$ cat config.mk
export PLATFORM = sky130hd
export DESIGN_NAME = ctr_slot_sched
export DESIGN_NICKNAME = d
export VERILOG_FILES = /design/src/rtl/ctr_slot_sched.sv
export SDC_FILE = /design/constraint.sdc
export NUM_CORES = 1
export LEC_CHECK = 0
export ABC_AREA = 0
export CORE_AREA = 2 2 71 73
export DETAILED_ROUTE_END_ITERATION = 12
export DIE_AREA = 0 0 73 75
export PLACE_DENSITY = 0.71
export SETUP_SLACK_MARGIN = 0.3
export SLEW_MARGIN = 0
export SYNTH_ARGS = -nofsm -noshare
export SYNTH_HDL_FRONTEND = slang
export SYNTH_SLANG_ARGS = --single-unit
export TNS_END_PERCENT = 5
$ cat constraint.sdc
create_clock -name CLK2 -period 5.2 [get_ports CLK2]
set_clock_uncertainty 0.1 [all_clocks]
set_input_delay 1.04 -clock CLK2 [delete_from_list [all_inputs] [get_ports CLK2]]
set_output_delay 1.04 -clock CLK2 [all_outputs]
set_load 0.005 [all_outputs]
$ cat src/rtl/ctr_slot_sched.sv
// Counter-slot scheduler: arbitrates PINC/MINC requests from the involuntary counters
// onto the sequencer's single counter slot. Optional BUSY watchdog under CTR_WDOG_EN.
module ctr_slot_sched #(
  parameter int              NUM_CTR    = 5,
  parameter logic [15:0]     BASE_ADDR  = 16'o0034,
  parameter logic [NUM_CTR-1:0] CHAIN_MASK = 5'b00100
`ifdef CTR_WDOG_EN
  , parameter int            WDOG_CYCLES = 64
`endif
) (
  input  logic               CLK2,
  input  logic               RST,
  input  logic [NUM_CTR-1:0] PINC_REQ,
  input  logic [NUM_CTR-1:0] MINC_REQ,
  input  logic               SLOT_GNT,
  input  logic               CTR_DONE,
  input  logic               CTR_OVF,
  output logic               SLOT_REQ,
  output logic               CTR_VALID,
  output logic [15:0]        CTR_ADDR,
  output logic [1:0]         CTR_OP,
  output logic [NUM_CTR-1:0] OVF_PULSE,
`ifdef CTR_WDOG_EN
  output logic               WDOG_ERR,
`endif
  output logic               DROP_ERR
);

  localparam logic [1:0] S_IDLE = 2'd0, S_REQ = 2'd1, S_BUSY = 2'd2;
  localparam logic [1:0] OP_NONE = 2'b00, OP_PINC = 2'b01, OP_MINC = 2'b10;
  localparam int IW = (NUM_CTR > 1) ? $clog2(NUM_CTR) : 1;

  logic [1:0]         r_state, w_state_nxt;
  logic [NUM_CTR-1:0] r_pend_p, r_pend_m;
  logic [IW-1:0]      r_svc_idx;
  logic               r_slot_req, r_ctr_valid, r_drop_err;
  logic [15:0]        r_ctr_addr;
  logic [1:0]         r_ctr_op;
  logic [NUM_CTR-1:0] r_ovf_pulse;

  logic [NUM_CTR-1:0] w_live, w_cancel, w_svc_1h, w_sel_1h, w_chain_p;
  logic [NUM_CTR-1:0] w_rst_p, w_rst_m, w_req_p, w_req_m, w_lost;
  logic [NUM_CTR-1:0] w_set_p, w_set_m, w_pend_p_nxt, w_pend_m_nxt;
  logic [IW-1:0]      w_sel_idx;
  logic [1:0]         w_sel_op;
  logic               w_any_live, w_gnt, w_done, w_ovf, w_abort;

  assign w_live     = r_pend_p ^ r_pend_m;
  assign w_cancel   = r_pend_p & r_pend_m;
  assign w_any_live = |w_live;
  assign w_svc_1h   = NUM_CTR'(1) << r_svc_idx;
  assign w_done     = (r_state == S_BUSY) && CTR_DONE;
  assign w_ovf      = w_done && CTR_OVF;
  assign w_gnt      = (r_state == S_REQ) && SLOT_GNT && w_any_live;
  assign w_sel_1h   = NUM_CTR'(1) << w_sel_idx;

  // Only a PINC overflow carries into the next-lower counter.
  assign w_chain_p = (w_ovf && r_ctr_op == OP_PINC) ? ((w_svc_1h & CHAIN_MASK) >> 1)
                                                     : '0;

`ifdef CTR_WDOG_EN
  localparam int WW = $clog2(WDOG_CYCLES + 1);
  logic [WW-1:0] r_wdog;
  logic          r_wdog_err;

  assign w_abort  = (r_state == S_BUSY) && !CTR_DONE && (r_wdog == WW'(WDOG_CYCLES - 1));
  assign WDOG_ERR = r_wdog_err;

  always_ff @(posedge CLK2 or posedge RST) begin
    if (RST) begin
      r_wdog     <= '0;
      r_wdog_err <= 1'b0;
    end else begin
      if (w_gnt)                  r_wdog <= '0;
      else if (r_state == S_BUSY) r_wdog <= r_wdog + 1'b1;
      if (w_abort)                r_wdog_err <= 1'b1;
    end
  end
`else
  assign w_abort = 1'b0;
`endif

  assign w_rst_p = (w_abort && r_ctr_op == OP_PINC) ? w_svc_1h : '0;
  assign w_rst_m = (w_abort && r_ctr_op == OP_MINC) ? w_svc_1h : '0;
  assign w_req_p = PINC_REQ | w_chain_p | w_rst_p;
  assign w_req_m = MINC_REQ | w_rst_m;

  // A request is lost if its pending bit is already set or two sources hit the same bit.
  assign w_lost = (w_req_p & r_pend_p) | (w_req_m & r_pend_m)
                | (PINC_REQ & (w_chain_p | w_rst_p)) | (MINC_REQ & w_rst_m);

  assign w_set_p = w_req_p & ~w_req_m & ~r_pend_p;
  assign w_set_m = w_req_m & ~w_req_p & ~r_pend_m;
  assign w_pend_p_nxt = (r_pend_p & ~w_cancel & ~(w_gnt ? w_sel_1h : '0)) | w_set_p;
  assign w_pend_m_nxt = (r_pend_m & ~w_cancel & ~(w_gnt ? w_sel_1h : '0)) | w_set_m;

  // NOTE: every combinational output gets a default first so no latch is inferred.
  always_comb begin
    w_sel_idx = '0;
    w_sel_op  = OP_NONE;
    for (int i = NUM_CTR - 1; i >= 0; i--) begin
      if (w_live[i]) begin
        w_sel_idx = IW'(i);
        w_sel_op  = r_pend_p[i] ? OP_PINC : OP_MINC;
      end
    end
  end

  always_comb begin
    w_state_nxt = r_state;
    case (r_state)
      S_IDLE: if (w_any_live) w_state_nxt = S_REQ;
      S_REQ: begin
        if (!w_any_live)   w_state_nxt = S_IDLE;
        else if (SLOT_GNT) w_state_nxt = S_BUSY;
      end
      S_BUSY: begin
        if (w_done)       w_state_nxt = (|(w_pend_p_nxt | w_pend_m_nxt)) ? S_REQ : S_IDLE;
        else if (w_abort) w_state_nxt = S_REQ;
      end
      default:            w_state_nxt = S_IDLE;
    endcase
  end

  // NOTE: sequential state uses non-blocking assignments so every register samples pre-edge values.
  always_ff @(posedge CLK2 or posedge RST) begin
    if (RST) begin
      r_state     <= S_IDLE;
      r_pend_p    <= '0;
      r_pend_m    <= '0;
      r_svc_idx   <= '0;
      r_slot_req  <= 1'b0;
      r_ctr_valid <= 1'b0;
      r_ctr_addr  <= BASE_ADDR;
      r_ctr_op    <= OP_NONE;
      r_ovf_pulse <= '0;
      r_drop_err  <= 1'b0;
    end else begin
      r_state     <= w_state_nxt;
      r_pend_p    <= w_pend_p_nxt;
      r_pend_m    <= w_pend_m_nxt;
      r_slot_req  <= (w_state_nxt == S_REQ);
      r_ovf_pulse <= w_ovf ? w_svc_1h : '0;
      r_drop_err  <= r_drop_err | (|w_lost);
      if (w_gnt) begin
        r_svc_idx   <= w_sel_idx;
        r_ctr_valid <= 1'b1;
        r_ctr_addr  <= BASE_ADDR + 16'(w_sel_idx);
        r_ctr_op    <= w_sel_op;
      end else if (w_done || w_abort) begin
        r_ctr_valid <= 1'b0;
        r_ctr_op    <= OP_NONE;
      end
    end
  end

  assign SLOT_REQ  = r_slot_req;
  assign CTR_VALID = r_ctr_valid;
  assign CTR_ADDR  = r_ctr_addr;
  assign CTR_OP    = r_ctr_op;
  assign OVF_PULSE = r_ovf_pulse;
  assign DROP_ERR  = r_drop_err;

endmodule

==> impl_metrics.csv, run 1 <==
group,metric,value,unit
run_status,status,"finished, final reports clean",
floorplan,num_rows,25,
yosys,synth-seq-cells,26,
place,portBuffers,30,
place,dp_hpwl,2690,um
timing,final.setup.tns,0,ns
power,p_leak,0.000889,uW
cts,ctsResizeCount,0,
timing,hold_viol,0,
critical_path,end_kind,"flip-flop",
timing,finalCriticalPeriod,2.66,ns
yosys,synth_largest_area_cell,"dfrtp_1",
timing,finalSetupViolCount,0,
cts,htreeDepth,1,
cts,cts_tree,"built",
yosys,syn_area,0.00159,mm^2
yosys,synth_cell_types,43,
yosys,yosys.area_share.simple,21.9,%
yosys,synth_compound_area_share,18.6,%
floorplan,coreArea,0.00466,mm^2
yosys,synth_edf_count,0,
cts,numCtsBuffers,3,
final_layout,drive_above_1_share,5.21,%
min_path,hold_path.class,"flip-flop to flip-flop",
detailed_routing,drc_errors,0,
detailed_routing,wl,3410,um
global_route,grt-ovfl-total,0,
cts,cts_max_path_buffers,2,
critical_path,cp.arrival,2.68,ns
detailed_routing,first_pass_iters,4,
yosys,synth_fa_ha_area_share,7.86,%
cts,cts.sinks,26,
timing,max_freq,375,MHz
flow_run,drv_cap,0,
yosys,synth_seq_area_share,41.0,%
timing,holdWs,0.394,ns
detailed_routing,via_per_inst,5.22,
yosys,synth_top_family_by_area,"simple AND/OR/NAND/NOR gates",
global_route,grt_max_degree,27,
final_layout,finalNetCount,218,
critical_path,critical_path_class,"input port to flip-flop",
cts,insertion_delay,0.26,ns
critical_path,start_kind,"input port",
final_layout,antenna_cells,0,
cts,clk_pin_slew,0.09,ns
detailed_routing,num_vias,1285,
cts,ctsHoldBuffers,0,
detailed_routing,drt_iter0_drc,100,
yosys,yosys_warnings,0,
timing,relSlewSlack,32.5,%
cts,cts-root-buf,"clkbuf_8",
timing,worst_pin_slew,1.01,ns
timing,finalCritPeriodShare,51.2,%
floorplan,start_util,34.1,%
yosys,synth_area_leaders,"dfrtp_1 39%, ha_1 7.9%, buf_4 5.7%",
global_route,grt_pass1_wl,5710,um
global_route,grt_usage,13.4,%
yosys,syn-instance-count,164,
yosys,synth_area_per_cell,9.70,um^2
detailed_routing,final_antenna_net_count,0,
final_layout,syn_to_final_growth,22.2,%
floorplan,dieArea,0.00548,mm^2
timing,rsz0062_at_grt,"false",
floorplan,die_x,73,um
yosys,synthArstFlopShare,100,%
power,ir_worst_vdd,0.000152,V
cts,post_cts_buffers,0,
detailed_routing,drt-wirelength-per-cell,13.8,um
floorplan,ios,41,
critical_path,critPathMaxFanout,3,
yosys,synth_ff_type,"dfrtp_1",
yosys,synthMuxAreaShare,0.629,%
floorplan,fp.dieH,75,um
timing,drv_slew,0,
yosys,synth_top_area_share,39.3,%
global_route,antenna_found_initial,0,
power,power_density,538,mW/mm^2
yosys,synth_xor_area_share,0,%
global_route,grt_pass1_vias,1223,
place,gp_congestion,0.952,
critical_path,worstPathRequired,5.21,ns
## power by group
part           leakage [uW]  internal [uW]  switching (uW)  total (uW)
Clock             0.0000288           67.6            60.5         128
Combinational      0.000538            274             278         552
Sequential         0.000323            278            88.6         366
## cells by family (layout without fill, tap and decap cells)
logic type | count (synthesis) | after routing
compound gates | 41 | 41
flops | 26 | 26
mux | 1 | 1
buf+inv | 29 | 48
simple gates | 56 | 56
other cells | 1 | 10
fa+ha+maj | 10 | 10
## routing by layer
layer | part of all wire, % | vias up | GRT usage [%]
met5 | 0 | - | 0
met4 | 1.3 | 0 | 3.70
met3 | 5.0 | 6 | 3.08
met2 | 48 | 42 | 21.8
met1 | 46 | 606 | 17.9
li1 | - | 631 | -
## sequential cells by signal (all words and copies together), names as in the netlist
signal	cells
CTR_OP	2
CTR_VALID	1
DROP_ERR	1
r_pend_p	5
r_pend_m	5
r_state	2
OVF_PULSE	5
r_svc_idx	3
CTR_ADDR	1
SLOT_REQ	1
## critical path: stages
cell and delay [ns]:
clkdlybuf4s50_1 0.45, nor3b_1 0.17, or4_1 0.52, a211oi_1 0.31, a41oi_1 0.18
## metrics by stage
stage / cells / area (um^2) / util (%) / setup slack, ns / total power, uW
after global placement: 242 / 1890 / 40.5 / 2.33 / 916
after floorplan: 173 / 1630 / - / 2.89 / 746
after CTS: 246 / 1940 / 41.7 / 2.56 / 1050
after global routing: 246 / 1940 / 41.7 / 2.45 / 1150
final: 246 / 1940 / 41.7 / 2.54 / 1050
after detailed placement: 242 / 1890 / 40.5 / 2.28 / 921
## cell usage in the layout, fill, tap and decap left out, types with 4 or more instances in the layout
cell,count
a21o_1,7
a22o_1,4
clkbuf_8,4
clkdlybuf4s50_1,30
conb_1,10
dfrtp_1,25
ha_1,10
inv_1,14
nand2_1,13
nand2b_1,4
nand3_1,4
nor2_1,6
nor3b_1,10
nor4_1,4
o21ai_0,10
## final cells by class
type,count,area (um^2)
multi-input combinational,118,817
inverter,14,52.6
timing repair buffer,30,300
fill,455,2720
sequential,26,652
clock buffer,4,55.1
tap,54,67.6
## cells in the mapped netlist (2+ instances only)
library cell and number:
nand2_1 13, inv_1 14, nor3b_1 10, a22o_1 4
dfrtp_1 25, a221oi_1 3, o221ai_1 2, nand3_1 4
or4_1 3, a41oi_1 2, or2_2 2, a21oi_1 3
ha_1 10, nor4_1 4, o21ai_0 10, buf_4 12
buf_2 2, nand2b_1 4, a211oi_1 2, nor2_1 6
a21o_1 7
## path summary, 6_finish.rpt
path / start / to / slack, ns / cells after the start
worst max-delay path: PINC_REQ[3] / SLOT_REQ$_DFF_PP0_ / 2.54 / 5
worst min-delay path: CTR_VALID$_DFFE_PP0P_ / CTR_VALID$_DFFE_PP0P_ / 0.39 / 2
worst max register to register: r_pend_p[0]$_DFF_PP0_ / SLOT_REQ$_DFF_PP0_ / 2.92 / 6
worst min register to register: CTR_VALID$_DFFE_PP0P_ / CTR_VALID$_DFFE_PP0P_ / 0.39 / 2
max in group asynchronous: RST / r_pend_m[0]$_DFF_PP0_ / 3.17 / 2
min in group asynchronous: RST / OVF_PULSE[1]$_DFF_PP0_ / 1.22 / 2
(Power assumes the default switching activity.)
==> run 2: changes to the inputs <==
- clock period: 5.2 -> 2.5 ns (I/O delays scaled with it)
==> impl_metrics.csv, run 2 (same netlist as run 1, synthesis figures left out) <==
group,metric,value,unit
global_route,grtUsageMet1,18.6,%
power,ir_worst_vdd,0.000316,V
power,switching_share,41.5,%
critical_path,worstPathRequired,2.53,ns
global_route,grt_pass1_wl,5820,um
detailed_routing,drc_errors,0,
timing,hold_viol,0,
cts,htreeDepth,1,
final_layout,finalNetCount,221,
power,power_frac_clock,12.2,%
critical_path,worst-r2r-setup-slack,0.37,ns
critical_path,cp.arrival,2.16,ns
timing,max_freq,470,MHz
timing,finalCriticalPeriod,2.13,ns
cts,clk_pin_slew,0.10,ns
global_route,grt_max_degree,27,
final_layout,antenna_cells,0,
min_path,hold_path.class,"flip-flop to flip-flop",
detailed_routing,first_pass_iters,4,
global_route,antenna_found_initial,0,
power,p_leak,0.000899,uW
timing,finalCritPeriodShare,85.2,%
floorplan,num_rows,25,
critical_path,startpoint,"r_pend_p[0]$_DFF_PP0_",
global_route,gr-usage-met3,2.28,%
place,portBuffers,30,
global_route,busiest_layer,"met2",
critical_path,max_stage_delay,0.43,ns
critical_path,r2r_start,"r_pend_p[0]$_DFF_PP0_",
detailed_routing,num_vias,1323,
cts,numCtsBuffers,3,
cts,cts-root-buf,"clkbuf_8",
critical_path,worstSetupPathDepth,6,
power,switchingPower,938,uW
floorplan,coreArea,0.00466,mm^2
run_status,status,"finished, final reports clean",
global_route,grt-ovfl-total,0,
floorplan,ios,41,
global_route,grt_usage,13.8,%
detailed_routing,final_antenna_net_count,0,
floorplan,die_x,73,um
critical_path,critical_path_class,"flip-flop to flip-flop",
place,gp_congestion,0.923,
floorplan,dieArea,0.00548,mm^2
global_route,grt_pass1_vias,1227,
final_layout,syn_to_final_growth,24.3,%
flow_run,drv_cap,0,
critical_path,path_buf_inv,1,
timing,finalSetupViolCount,0,
cts,cts_tree,"built",
power,p_comb_share,53.6,%
timing,holdWs,0.390,ns
power,seq_power_share,34.2,%
cts,insertion_delay,0.27,ns
cts,cts.sinks,26,
critical_path,crit_chain,"inv_1, ha_1, and4_1, o21ai_0, a221oi_2, a41oi_1",
detailed_routing,via_per_inst,5.31,
detailed_routing,wl,3630,um
final_layout,drive_above_1_share,8.72,%
critical_path,cpMaxStageDelayCell,"dfrtp_2",
floorplan,fp.dieH,75,um
place,dp_hpwl,2770,um
final_layout,final_common_cell,"clkdlybuf4s50_1",
cts,cts_max_path_buffers,2,
critical_path,start_kind,"flip-flop",
detailed_routing,drt_iter0_drc,133,
critical_path,end_kind,"flip-flop",
final_layout,mostFrequentLayoutCells,"30 x clkdlybuf4s50_1, 23 x dfrtp_1, 14 x inv_1",
critical_path,crit_end,"r_state[0]$_DFF_PP0_",
global_route,use_met2,22.8,%
power,power_density,1140,mW/mm^2
timing,drv_slew,0,
critical_path,critPathMaxFanout,8,
timing,rsz0062_at_grt,"false",
critical_path,cpLargestDelayFamily,"compound AO/OA/AOI/OAI gates",
cts,ctsHoldBuffers,0,
power,p_int,1320,uW
timing,final.setup.tns,0,ns
floorplan,start_util,34.1,%
critical_path,r2r_end,"r_state[0]$_DFF_PP0_",
detailed_routing,drt-wirelength-per-cell,14.6,um
critical_path,r2r.worst_path.cells,6,
-- run 2: changes by cell type in the layout (fill, tap and decap cells not counted) --
cell	change
a221oi_1	-1
ha_1	-1
ha_2	+1
buf_4	+3
dfrtp_2	+2
dfrtp_1	-2
a221oi_2	+1
-- run 2: what timing repair did --
item / CTS / global route
resized for setup: 0 / 4
buffers inserted: 0 / 0
setup endpoints to repair: 0 / 2
-- run 2: worst reg2reg max path: stages, from the launching register on --
cell and delay, ns:
dfrtp_2 0.43, inv_1 0.06, ha_1 0.41, and4_1 0.31, o21ai_0 0.19, a221oi_2 0.34, a41oi_1 0.17
-- run 2: layout make-up --
class	count	area (um^2)
Clock buffer	4	55.1
Fill cell	453	2680
Inverter	14	52.6
Multi-Input combinational cell	118	826
Sequential cell	26	654
Tap cell	54	67.6
Timing Repair Buffer	33	323
-- run 2: stage by stage --
step	total power, uW	std cells	worst slack (ns)	cell area, um^2	utilization [%]
finish	2260	249	0.371	1980	42.4
global route	2460	249	0.290	1980	42.4
CTS	2230	249	0.372	1970	42.2
detailed placement	1950	245	0.161	1910	41.0
global placement	1930	245	0.178	1910	41.0
floorplan	1550	173	0.598	1630	-
-- run 2: worst min path at each step --
stage | start | endpoint | slack [ns] | depth (start not counted)
after floorplan | CTR_VALID$_DFFE_PP0P_ | CTR_VALID$_DFFE_PP0P_ | 0.37 | 2
after global placement | CTR_VALID$_DFFE_PP0P_ | CTR_VALID$_DFFE_PP0P_ | 0.37 | 2
after detailed placement | CTR_VALID$_DFFE_PP0P_ | CTR_VALID$_DFFE_PP0P_ | 0.38 | 2
after CTS | CTR_VALID$_DFFE_PP0P_ | CTR_VALID$_DFFE_PP0P_ | 0.40 | 2
after global routing | CTR_VALID$_DFFE_PP0P_ | CTR_VALID$_DFFE_PP0P_ | 0.43 | 2
final | CTR_VALID$_DFFE_PP0P_ | CTR_VALID$_DFFE_PP0P_ | 0.39 | 2
-- run 2: routing by layer --
metal | wire length (um) | share of wire, %
met1 | 1730 | 48
met2 | 1700 | 47
met3 | 136 | 3.7
met4 | 63 | 1.7
met5 | 0 | 0
-- run 2: power by group through the flow --
stage / sequential (uW) / clock (uW) / combinational [uW]
after floorplan: 717 / 0 / 835
after global placement: 775 / 0 / 1160
after detailed placement: 776 / 0 / 1180
after CTS: 771 / 278 / 1180
after global routing: 802 / 299 / 1360
final: 774 / 275 / 1210
==> run 3: changes to the inputs <==
- CORE_AREA: 2 2 71 73 -> 2 2 62 64
- DIE_AREA: 0 0 73 75 -> 0 0 64 66
- PLACE_DENSITY: 0.71 -> 0.86
==> impl_metrics.csv, run 3 (same netlist as run 1, synthesis figures left out) <==
group,metric,value,unit
floorplan,num_rows,22,
final_layout,antenna_cells,0,
power,p_leak,0.000901,uW
power,ir_worst_vdd,0.000462,V
critical_path,r2r_end,"r_state[0]$_DFF_PP0_",
final_layout,finalNetCount,222,
timing,rsz0062_at_grt,"false",
floorplan,fp.dieH,66,um
cts,numCtsBuffers,3,
timing,max_freq,474,MHz
timing,finalSetupViolCount,0,
detailed_routing,first_pass_iters,4,
detailed_routing,drc_errors,0,
floorplan,die_x,64,um
critical_path,worstPathRequired,2.59,ns
floorplan,coreArea,0.00355,mm^2
critical_path,start_kind,"flip-flop",
cts,cts-root-buf,"clkbuf_4",
power,power_density,1160,mW/mm^2
final_layout,fill_cells,302,
global_route,grt_usage,17.0,%
timing,drv_slew,0,
cts,insertion_delay,0.32,ns
critical_path,end_kind,"flip-flop",
global_route,grt_pass1_wl,5690,um
detailed_routing,num_vias,1360,
global_route,grt-ovfl-total,0,
final_layout,multi_input_area,837,um^2
place,gp_congestion,0.931,
final_layout,final_area,0.00199,mm^2
critical_path,r2r.worst_path.cells,6,
global_route,antenna_found_initial,0,
floorplan,start_util,44.8,%
final_layout,mostFrequentLayoutCells,"30 x clkdlybuf4s50_1, 23 x dfrtp_1, 14 x inv_1",
timing,hold_viol,0,
timing,final.setup.tns,0,ns
flow_run,drv_cap,0,
critical_path,critPathMaxFanout,7,
timing,finalCritPeriodShare,84.3,%
floorplan,dieArea,0.00422,mm^2
cts,clk_pin_slew,0.14,ns
detailed_routing,drt_iter0_drc,69,
floorplan,ios,41,
cts,cts.sinks,26,
detailed_routing,wl,3420,um
global_route,grt_pass1_vias,1270,
cts,cts_max_path_buffers,2,
min_path,hold_path.class,"input port to asynchronous set/reset pin",
cts,cts_tree,"built",
critical_path,r2r_start,"r_pend_p[2]$_DFF_PP0_",
run_status,status,"finished, final reports clean",
final_layout,final_common_cell,"clkdlybuf4s50_1",
place,dp_hpwl,2680,um
place,place_area,0.00190,mm^2
detailed_routing,final_antenna_net_count,0,
critical_path,worst-r2r-setup-slack,0.39,ns
place,portBuffers,30,
final_layout,register_area,654,um^2
detailed_routing,drt-wirelength-per-cell,14.0,um
cts,htreeDepth,1,
global_route,grt_max_degree,17,
critical_path,cp.arrival,2.20,ns
final_layout,syn_to_final_growth,24.8,%
detailed_routing,via_per_inst,5.57,
timing,finalCriticalPeriod,2.11,ns
final_layout,drive_above_1_share,11.2,%
critical_path,critical_path_class,"flip-flop to flip-flop",
cts,ctsHoldBuffers,0,
## run 3: changes by cell type in the layout (fill, tap and decap cells not counted), sizes merged
cell    previous run  this run
bufinv             0         1
clkbuf             4         3
buf                3         4
## run 3: metrics by stage
stage / setup WS, ns / power [uW] / std cells / hold slack (ns) / utilization [%]
after floorplan: 0.598 / 1550 / 173 / 0.371 / -
after global placement: 0.181 / 1910 / 239 / 0.362 / 53.6
after detailed placement: 0.175 / 1940 / 239 / 0.373 / 53.6
after CTS: 0.365 / 2240 / 243 / 0.371 / 55.1
after global routing: 0.328 / 2490 / 244 / 0.380 / 56.0
final: 0.391 / 2300 / 244 / 0.344 / 56.0
## run 3: report_power, final
group          leakage (uW)  switching [uW]  internal [uW]
Combinational      0.000553             615            626
Sequential         0.000320             191            580
Clock             0.0000279             129            162
Total              0.000901             935           1370
## run 3: repair_timing
action,4_1_cts,5_1_grt
gates resized for setup,0,8
setup buffers,0,1
endpoints found under the setup margin,0,2
endpoints found under the hold margin,0,0
## run 3: how the worst max path moves through the flow
stage	from	to	slack, ns	cells after the start
6_report	r_pend_p[2]$_DFF_PP0_	r_state[0]$_DFF_PP0_	0.39	6
5_1_grt	r_pend_p[2]$_DFF_PP0_	r_state[0]$_DFF_PP0_	0.33	6
4_1_cts	r_pend_p[2]$_DFF_PP0_	r_state[0]$_DFF_PP0_	0.37	6
3_5_place_dp	PINC_REQ[3]	r_state[0]$_DFF_PP0_	0.17	5
3_3_place_gp	MINC_REQ[0]	r_state[0]$_DFF_PP0_	0.18	5
2_1_floorplan	r_pend_p[2]$_DFF_PP0_	SLOT_REQ$_DFF_PP0_	0.60	6
## run 3: cell type report
type	count	area share, %
Clock buffer	3	1.13
Clock inverter	1	1.51
Inverter	14	2.64
Multi-Input combinational cell	118	42.1
Sequential cell	26	32.9
Tap cell	48	3.02
Timing Repair Buffer	34	16.6
## run 3: per-layer routing
metal	routed length, um	vias to the layer above	part of all wire [%]	GRT usage [%]
li1	-	644	-	-
met4	76	0	2.2	5.98
met3	179	10	5.2	2.39
met2	1690	45	49	28.9
met1	1480	661	43	22.0
met5	0	-	0	0
## run 3: critical path, cell delays in order, from the launching register on
cell and delay [ns]:
dfrtp_2 0.44, inv_1 0.06, ha_2 0.38, inv_1 0.06
or4_1 0.57, o22ai_1 0.21, a41oi_1 0.16
